`src/rtl/secure_boot_sequencer.sv`:
```
// secure_boot_sequencer: drives the crypto accelerator at power-up,
// verifies the firmware HMAC against OTP and gates the CPU reset.
module secure_boot_sequencer #(
  parameter logic [31:0] FW_BASE      = 32'h0000_0000,
  parameter logic [31:0] FW_LEN       = 32'h0000_1000,
  parameter logic [31:0] POLL_TIMEOUT = 32'd1_000_000
) (
  input  logic         clk,
  input  logic         rst_n,
  input  logic         otp_valid,
  input  logic [255:0] otp_key,
  input  logic [255:0] otp_mac,
  output logic [7:0]   acc_addr,
  output logic         acc_we,
  output logic [31:0]  acc_wdata,
  input  logic [31:0]  acc_rdata,
  output logic         cpu_rst_n,
  output logic         boot_done,
  output logic         boot_pass,
  output logic         boot_fail,
  output logic [1:0]   fail_code
);

  localparam logic [3:0] S_IDLE   = 4'd0;
  localparam logic [3:0] S_WR_KEY = 4'd1;
  localparam logic [3:0] S_WR_MOD = 4'd2;
  localparam logic [3:0] S_WR_ADR = 4'd3;
  localparam logic [3:0] S_WR_LEN = 4'd4;
  localparam logic [3:0] S_WR_GO  = 4'd5;
  localparam logic [3:0] S_POLL   = 4'd6;
  localparam logic [3:0] S_RD     = 4'd7;
  localparam logic [3:0] S_CHECK  = 4'd8;
  localparam logic [3:0] S_PASS   = 4'd9;
  localparam logic [3:0] S_FAIL   = 4'd10;

  localparam logic [1:0] FC_MAC = 2'd1;
  localparam logic [1:0] FC_ERR = 2'd2;
  localparam logic [1:0] FC_TMO = 2'd3;

  logic [3:0]   state;
  logic [2:0]   k;
  logic [255:0] key_q;
  logic [31:0]  poll_cnt;
  logic [31:0]  mism;
  logic [31:0]  mac_word;
  logic         poll_last;

  // Reference MAC word matching the hash word on the bus
  always_comb begin
    mac_word = otp_mac[{~k, 5'b0} +: 32];
  end

  // Poll budget exhausted once this sample is the last allowed one
  always_comb begin
    poll_last = (poll_cnt >= POLL_TIMEOUT - 32'd1);
  end

  // Sequencer: bus outputs are registered for the state being entered
  always_ff @(posedge clk or negedge rst_n) begin
    if (!rst_n) begin
      state     <= S_IDLE;
      k         <= '0;
      key_q     <= '0;
      poll_cnt  <= '0;
      mism      <= '0;
      acc_addr  <= '0;
      acc_we    <= 1'b0;
      acc_wdata <= '0;
      cpu_rst_n <= 1'b0;
      boot_done <= 1'b0;
      boot_pass <= 1'b0;
      boot_fail <= 1'b0;
      fail_code <= '0;
    end else begin
      case (state)
        S_IDLE: begin
          acc_we <= 1'b0;
          if (otp_valid) begin
            state     <= S_WR_KEY;
            k         <= '0;
            key_q     <= otp_key;
            acc_we    <= 1'b1;
            acc_addr  <= 8'h05;
            acc_wdata <= otp_key[255:224];
          end
        end
        S_WR_KEY: begin
          if (k == 3'd7) begin
            state     <= S_WR_MOD;
            key_q     <= '0;
            acc_addr  <= 8'h02;
            acc_wdata <= 32'h1;
          end else begin
            k         <= k + 3'd1;
            key_q     <= {key_q[223:0], 32'h0};
            acc_addr  <= acc_addr + 8'd1;
            acc_wdata <= key_q[223:192];
          end
        end
        S_WR_MOD: begin
          state     <= S_WR_ADR;
          acc_addr  <= 8'h03;
          acc_wdata <= FW_BASE;
        end
        S_WR_ADR: begin
          state     <= S_WR_LEN;
          acc_addr  <= 8'h04;
          acc_wdata <= FW_LEN;
        end
        S_WR_LEN: begin
          state     <= S_WR_GO;
          acc_addr  <= 8'h00;
          acc_wdata <= 32'h1;
        end
        S_WR_GO: begin
          state     <= S_POLL;
          poll_cnt  <= '0;
          acc_we    <= 1'b0;
          acc_addr  <= 8'h01;
          acc_wdata <= '0;
        end
        S_POLL: begin
          if (acc_rdata[2]) begin
            state     <= S_FAIL;
            acc_addr  <= '0;
            boot_done <= 1'b1;
            boot_fail <= 1'b1;
            fail_code <= FC_ERR;
          end else if (acc_rdata[1]) begin
            state    <= S_RD;
            k        <= '0;
            mism     <= '0;
            acc_addr <= 8'h10;
          end else if (poll_last) begin
            state     <= S_FAIL;
            acc_addr  <= '0;
            boot_done <= 1'b1;
            boot_fail <= 1'b1;
            fail_code <= FC_TMO;
          end else if (poll_cnt != '1) begin
            poll_cnt <= poll_cnt + 32'd1;
          end
        end
        S_RD: begin
          mism <= mism | (acc_rdata ^ mac_word);
          if (k == 3'd7) begin
            state    <= S_CHECK;
            acc_addr <= '0;
          end else begin
            k        <= k + 3'd1;
            acc_addr <= acc_addr + 8'd1;
          end
        end
        S_CHECK: begin
          boot_done <= 1'b1;
          if (mism == '0) begin
            state     <= S_PASS;
            boot_pass <= 1'b1;
            cpu_rst_n <= 1'b1;
          end else begin
            state     <= S_FAIL;
            boot_fail <= 1'b1;
            fail_code <= FC_MAC;
          end
        end
        S_PASS: begin
          acc_we <= 1'b0;
        end
        S_FAIL: begin
          acc_we <= 1'b0;
        end
        default: begin
          state     <= S_FAIL;
          acc_we    <= 1'b0;
          boot_done <= 1'b1;
          boot_fail <= 1'b1;
          fail_code <= FC_ERR;
        end
      endcase
    end
  end

endmodule

```
`config.mk`:
```
export PLATFORM = sky130hd
export DESIGN_NAME = secure_boot_sequencer
export DESIGN_NICKNAME = d
export VERILOG_FILES = /design/src/rtl/secure_boot_sequencer.sv
export SDC_FILE = /design/constraint.sdc
export NUM_CORES = 1
export LEC_CHECK = 0
export ABC_AREA = 1
export ABC_CLOCK_PERIOD_IN_PS = 2400
export BUFFER_PORTS_ARGS = -buffer_cell sky130_fd_sc_hd__buf_2
export CAP_MARGIN = 20
export CELL_PAD_IN_SITES_DETAIL_PLACEMENT = 0
export CELL_PAD_IN_SITES_GLOBAL_PLACEMENT = 1
export CORE_ASPECT_RATIO = 2
export CORE_MARGIN = 2
export CORE_UTILIZATION = 37
export CTS_BUF_LIST = sky130_fd_sc_hd__clkbuf_2 sky130_fd_sc_hd__clkbuf_4 sky130_fd_sc_hd__clkbuf_8
export DETAILED_ROUTE_END_ITERATION = 16
export GPL_ROUTABILITY_DRIVEN = 1
export HOLD_SLACK_MARGIN = 0.15
export PLACE_DENSITY = 0.85
export SLEW_MARGIN = 10
export SYNTH_ARGS = -nofsm -noshare
export SYNTH_HDL_FRONTEND = slang
export SYNTH_SLANG_ARGS = --single-unit
```
`constraint.sdc`:
```
create_clock -name clk -period 2.4 [get_ports clk]
set_input_delay 0.24 -clock clk [delete_from_list [all_inputs] [get_ports clk]]
set_output_delay 0.24 -clock clk [all_outputs]
set_load 0.01 [all_outputs]
```
# Word-level counts from Yosys, hierarchy flattened
# Index checks and enable logic that the tools add are counted.
# op_classes
add_sub_neg,3
magnitude_cmp,1
eq_ne,25
n_shift,1
mux,47
bitwise,5
reduce_logical,23
# ops
cell,count
$mux W224,2
$pmux W224 S2,1
$mux W32,8
$shiftx A256 B9 Y32,1
$pmux W32 S5,1
$pmux W32 S2,2
$pmux W8 S8,1
$mux W8,6
$pmux W4 S10,1
$add A32 B1 Y32 const B,1
$ge A32 B20 Y1 const B,1
$logic_not A32 Y1,1
$ne A32 B32 Y1 const B,1
$or A32 B32 Y32,1
$xor A32 B32 Y32,1
$mux W4,6
$ne A2 B2 Y1 const B,10
$eq A4 B3 Y1 const B,4
$reduce_and A5 Y1,3
$eq A4 B4 Y1 const B,3
$mux W3,4
$mux W2,5
$pmux W3 S3,1
$reduce_and A3 Y1,3
other kinds (23),37
# word_totals
register_bits,341
input_bits,547

# Depth between registers and ports, before layout
# logic_depth
ltp_word,6
depth_mapped,13
mapped_depth_nobuf,13

# Least setup slack after synthesis
# OpenSTA, ideal clock, no wires.
# synth_timing
kind,flip-flop to flip-flop
start,register poll_cnt[0]
end,register poll_cnt[19]
setup_time_ns,0.066
arrival_time_ns,1.672
required_ns,2.334
slack_ns,0.662
path_stages_with_launch,12
n_path_buf,1
period_less_slack_ns,1.738
path_cell_list,dfrtp_1 ha_1 nand3_1 o21ai_0 nand2_1 nand2_1 nand2_1 nand3_1 nand2_1 clkbuf_1 nand3_1 nand2_1
# synth_via
elab_chain_len,6
elab_cells_between_ends,11
classes_between,1 x add/sub; 1 x order compare; 3 x eq/ne; 5 x mux; 1 x reduce/logical
# synth_lines
item,line_no,rtl
"start, declared",43,logic [31:0] poll_cnt;
"start signal, assigned",141,poll_cnt <= poll_cnt + 32'd1;
$add A32 B1 Y32,141,
$mux W32,140,end else if (poll_cnt != '1) begin
$mux W32,134,end else if (poll_last) begin
$mux W32,129,end else if (acc_rdata[1]) begin
$mux W32,123,if (acc_rdata[2]) begin
$pmux W32 S2,75,case (state)
# Parallel ways exist; a longest one is shown, timed or not. The select of a mux whose other input is x is not followed.
# A chain may end at the register's enable or synchronous reset.

# Worst setup path after layout
# layout_timing
start,register k[0]
end,register acc_wdata[29]
# layout_via
elab_chain_len,3
# layout_lines
item,line_no,rtl
"start, declared",41,logic [2:0] k;
"start signal, assigned",94,k <= k + 3'd1;
"start signal, assigned",150,k <= k + 3'd1;
$eq A3 B3 Y1,88,if (k == 3'd7) begin
$mux W32,88,
$pmux W32 S5,75,
"end signal, assigned",84,acc_wdata <= otp_key[255:224];
"end signal, assigned",97,acc_wdata <= key_q[223:192];
"end, declared",15,"output logic [31:0] acc_wdata,"
# Every way passes these cells.

==> run metrics <==
crit path time final 2.33 ns; most common cell after layout, fill and taps aside nand2_1; clock-pin slew of the registers on the worst-case setup and hold paths 0.07 ns; CTS H-tree depth 2; skew final 0.0482 ns; Crit path required time 2.93 ns; number of synthesized flops with an enable pin 0; P_sw 3.08 mW; HPWL after DPL 57.0 mm; I/O pins 594; Peak VDD IR 0.449 mV; final hold vios 0; mapped cell area 19200 um2; Sw Share 25.1%; clock network power share 40.7%; most frequent cells in the layout nand2_1, buf_2, o21ai_0; layout cells sized above 1 21.6%; vias in the first global route 21900; Slew @ Worst Pin 1.00 ns; post-place instance area 23000 um2; clock latency at the later pin of the worst-skew pair 0.65 ns; grt total ovfl 0; antenna viol nets, final 0; max-slew violations 0; P per Cell Area 448 nW/um2; Avg WL per Cell 18.7 um; cell breakdown of the critical path ha_1, ha_1, inv_1, nand2_8, o21ai_0, o21ai_0, o21ai_1; Crit Path Class reg -> reg; Stages on worst setup path 7; wl on met1 30.2 mm; clk buf depth 3; Fmax 430 MHz; period utilization 97.0%; number of distinct library cells after synthesis 39; max cap viols 0; Max stage delay cell, worst path dfrtp_4; CP max stage delay 0.57 ns; Final Wtd Congestion 0.948; Starting Density 37.2%; Setup-failing EPs final 0; final core utilization 53.0%; sequential fraction of design power 47.3%; P_leak 13.8 nW; DR DRC count 0; Critical Path AT 2.86 ns; CTS Buf Count 51; WP buf/inv 1; first-pass iteration count of the detailed router 5; die area 53800 um2; final instance area 27300 um2; Vias/cell 5.11; Synth area leaders dfrtp_1, o21ai_0, nand2_1, inv_1, nor2_1; top cell type's share of synthesized area 44.5%; metal2 WL 39.5 mm; Worst setup SP type register; Rel. slew slack 32.6%; initial antenna violation count 22; port bufs 593; std cell rows 118; FF-to-FF Start k[0]; end of the critical path acc_wdata[29]; Syn Inst Count 2755; Die X 165 um; area leader, netlist dfrtp_1; clk root buf clkbuf_8; syn_nets 3306; largest net degree at the start of global routing 140; CP startpoint k[0]; met3 WL 6.05 mm; top cell family by delay on the critical path compound AO/OA/AOI/OAI gates; CP max FO 33; clock tree sinks 341; height of the die 326 um; Comb pwr share 12.0%; synth warn 0; flops & latches, synth 341; final WL 80.8 mm; Fillers 4948; crit end category register; sequential cell area fraction in the yosys report 44.5%; depth of the worst register-to-register path 7; P&R area growth vs syn 42.5%; CTS tree done; Tot GR Track Use 28.8%; outcome completed; starting DRC count in detailed routing 1346; Worst Hold Class in -> async; worst r2r dst acc_wdata[29]; P_int 9.18 mW; highest routing layer actually used met5; Avg Inst Size Synth 6.96 um2; reg-to-reg slack, setup 0.07 ns; ys async rst share 100%; RSZ-0062 raised after global routing true; nets@finish 4164; via count 22100; first-pass GRT wire length 120 mm; core area 51500 um2; Synth Flop Type dfrtp_1
## metrics by stage
stage                     total power [mW]  setup WS [ns]  hold WS (ns)  setup TNS [ns]  std cells
after floorplan                       6.19          0.662       -0.0556               0       2755
after global routing                  12.7        -0.0503         0.215         -0.0503       4320
after detailed placement              6.93         0.0392         0.297               0       3907
final                                 12.3         0.0725         0.173               0       4322
after global placement                6.92         0.0957         0.278               0       3907
after CTS                             12.4         0.0348         0.154               0       4305
## timing repair
| item | 4_1_cts | 5_1_grt |
|---|---|---|
| setup buffers | 0 | 0 |
| hold buffers | 311 | 0 |
| setup endpoints to repair | 0 | 40 |
| hold endpoints to repair | 427 | 0 |
| gates resized for setup | 0 | 10 |
## power by group through the flow
stage	registers, mW	clock network (mW)	logic, mW
6_report	5.80	4.99	1.47
5_1_grt	5.79	5.36	1.60
4_1_cts	5.80	5.12	1.44
3_5_place_dp	5.90	0	1.03
3_3_place_gp	5.90	0	1.02
2_1_floorplan	5.90	0	0.292
## kinds of logic after synthesis
kind of cell	synth area share [%]
mux	0.0587
buf+inv	9.82
flops	44.5
simple gates	25.5
xor+xnor	0.776
fa+ha+maj	0.261
compound gates	19.1
## how the worst min path moves through the flow
stage / end / slack, ns / cells past startpoint
final: key_q[8] / 0.17 / 2
after floorplan: acc_addr[0] / -0.06 / 0
after CTS: mism[11] / 0.15 / 8
after global routing: key_q[8] / 0.21 / 2
after detailed placement: key_q[10] / 0.30 / 1
after global placement: key_q[8] / 0.28 / 1
## cell usage after synthesis, types with 12 or more instances
cell type / instances
buf_2: 52
a21oi_1: 46
dfrtp_1: 341
nand3_1: 99
nor2_1: 288
xor2_1: 16
o21ai_0: 589
o21ai_1: 68
buf_1: 12
inv_1: 290
nand4_1: 30
nand2_1: 718
nand3b_1: 34
clkbuf_1: 102
## layout make-up
cell class | instances | area [um2] | area share (%)
clock inverter | 15 | 126 | 0.462
sequential | 341 | 8540 | 31.2
tap | 660 | 826 | 3.02
timing repair buffer | 979 | 6940 | 25.4
clock buffer | 72 | 916 | 3.35
antenna | 15 | 37.5 | 0.137
multi-input combinational | 1938 | 8800 | 32.2
inverter | 302 | 1150 | 4.20
## state kept, by name, indices dropped and copies added, names as in the netlist
signal / cells
boot_pass: 1
mism: 32
acc_addr: 8
key_q: 224
k: 3
state: 4
poll_cnt: 32
boot_fail: 1
acc_wdata: 32
boot_done: 1
acc_we: 1
fail_code: 2
## metal layers
metal | global-route usage (%) | vias up
met4 | 16.2 | 12
li1 | - | 10500
met1 | 32.3 | 10200
met2 | 49.9 | 1042
met3 | 6.15 | 220
met5 | 0 | -
No activity file was read; power rests on OpenSTA's default activity.
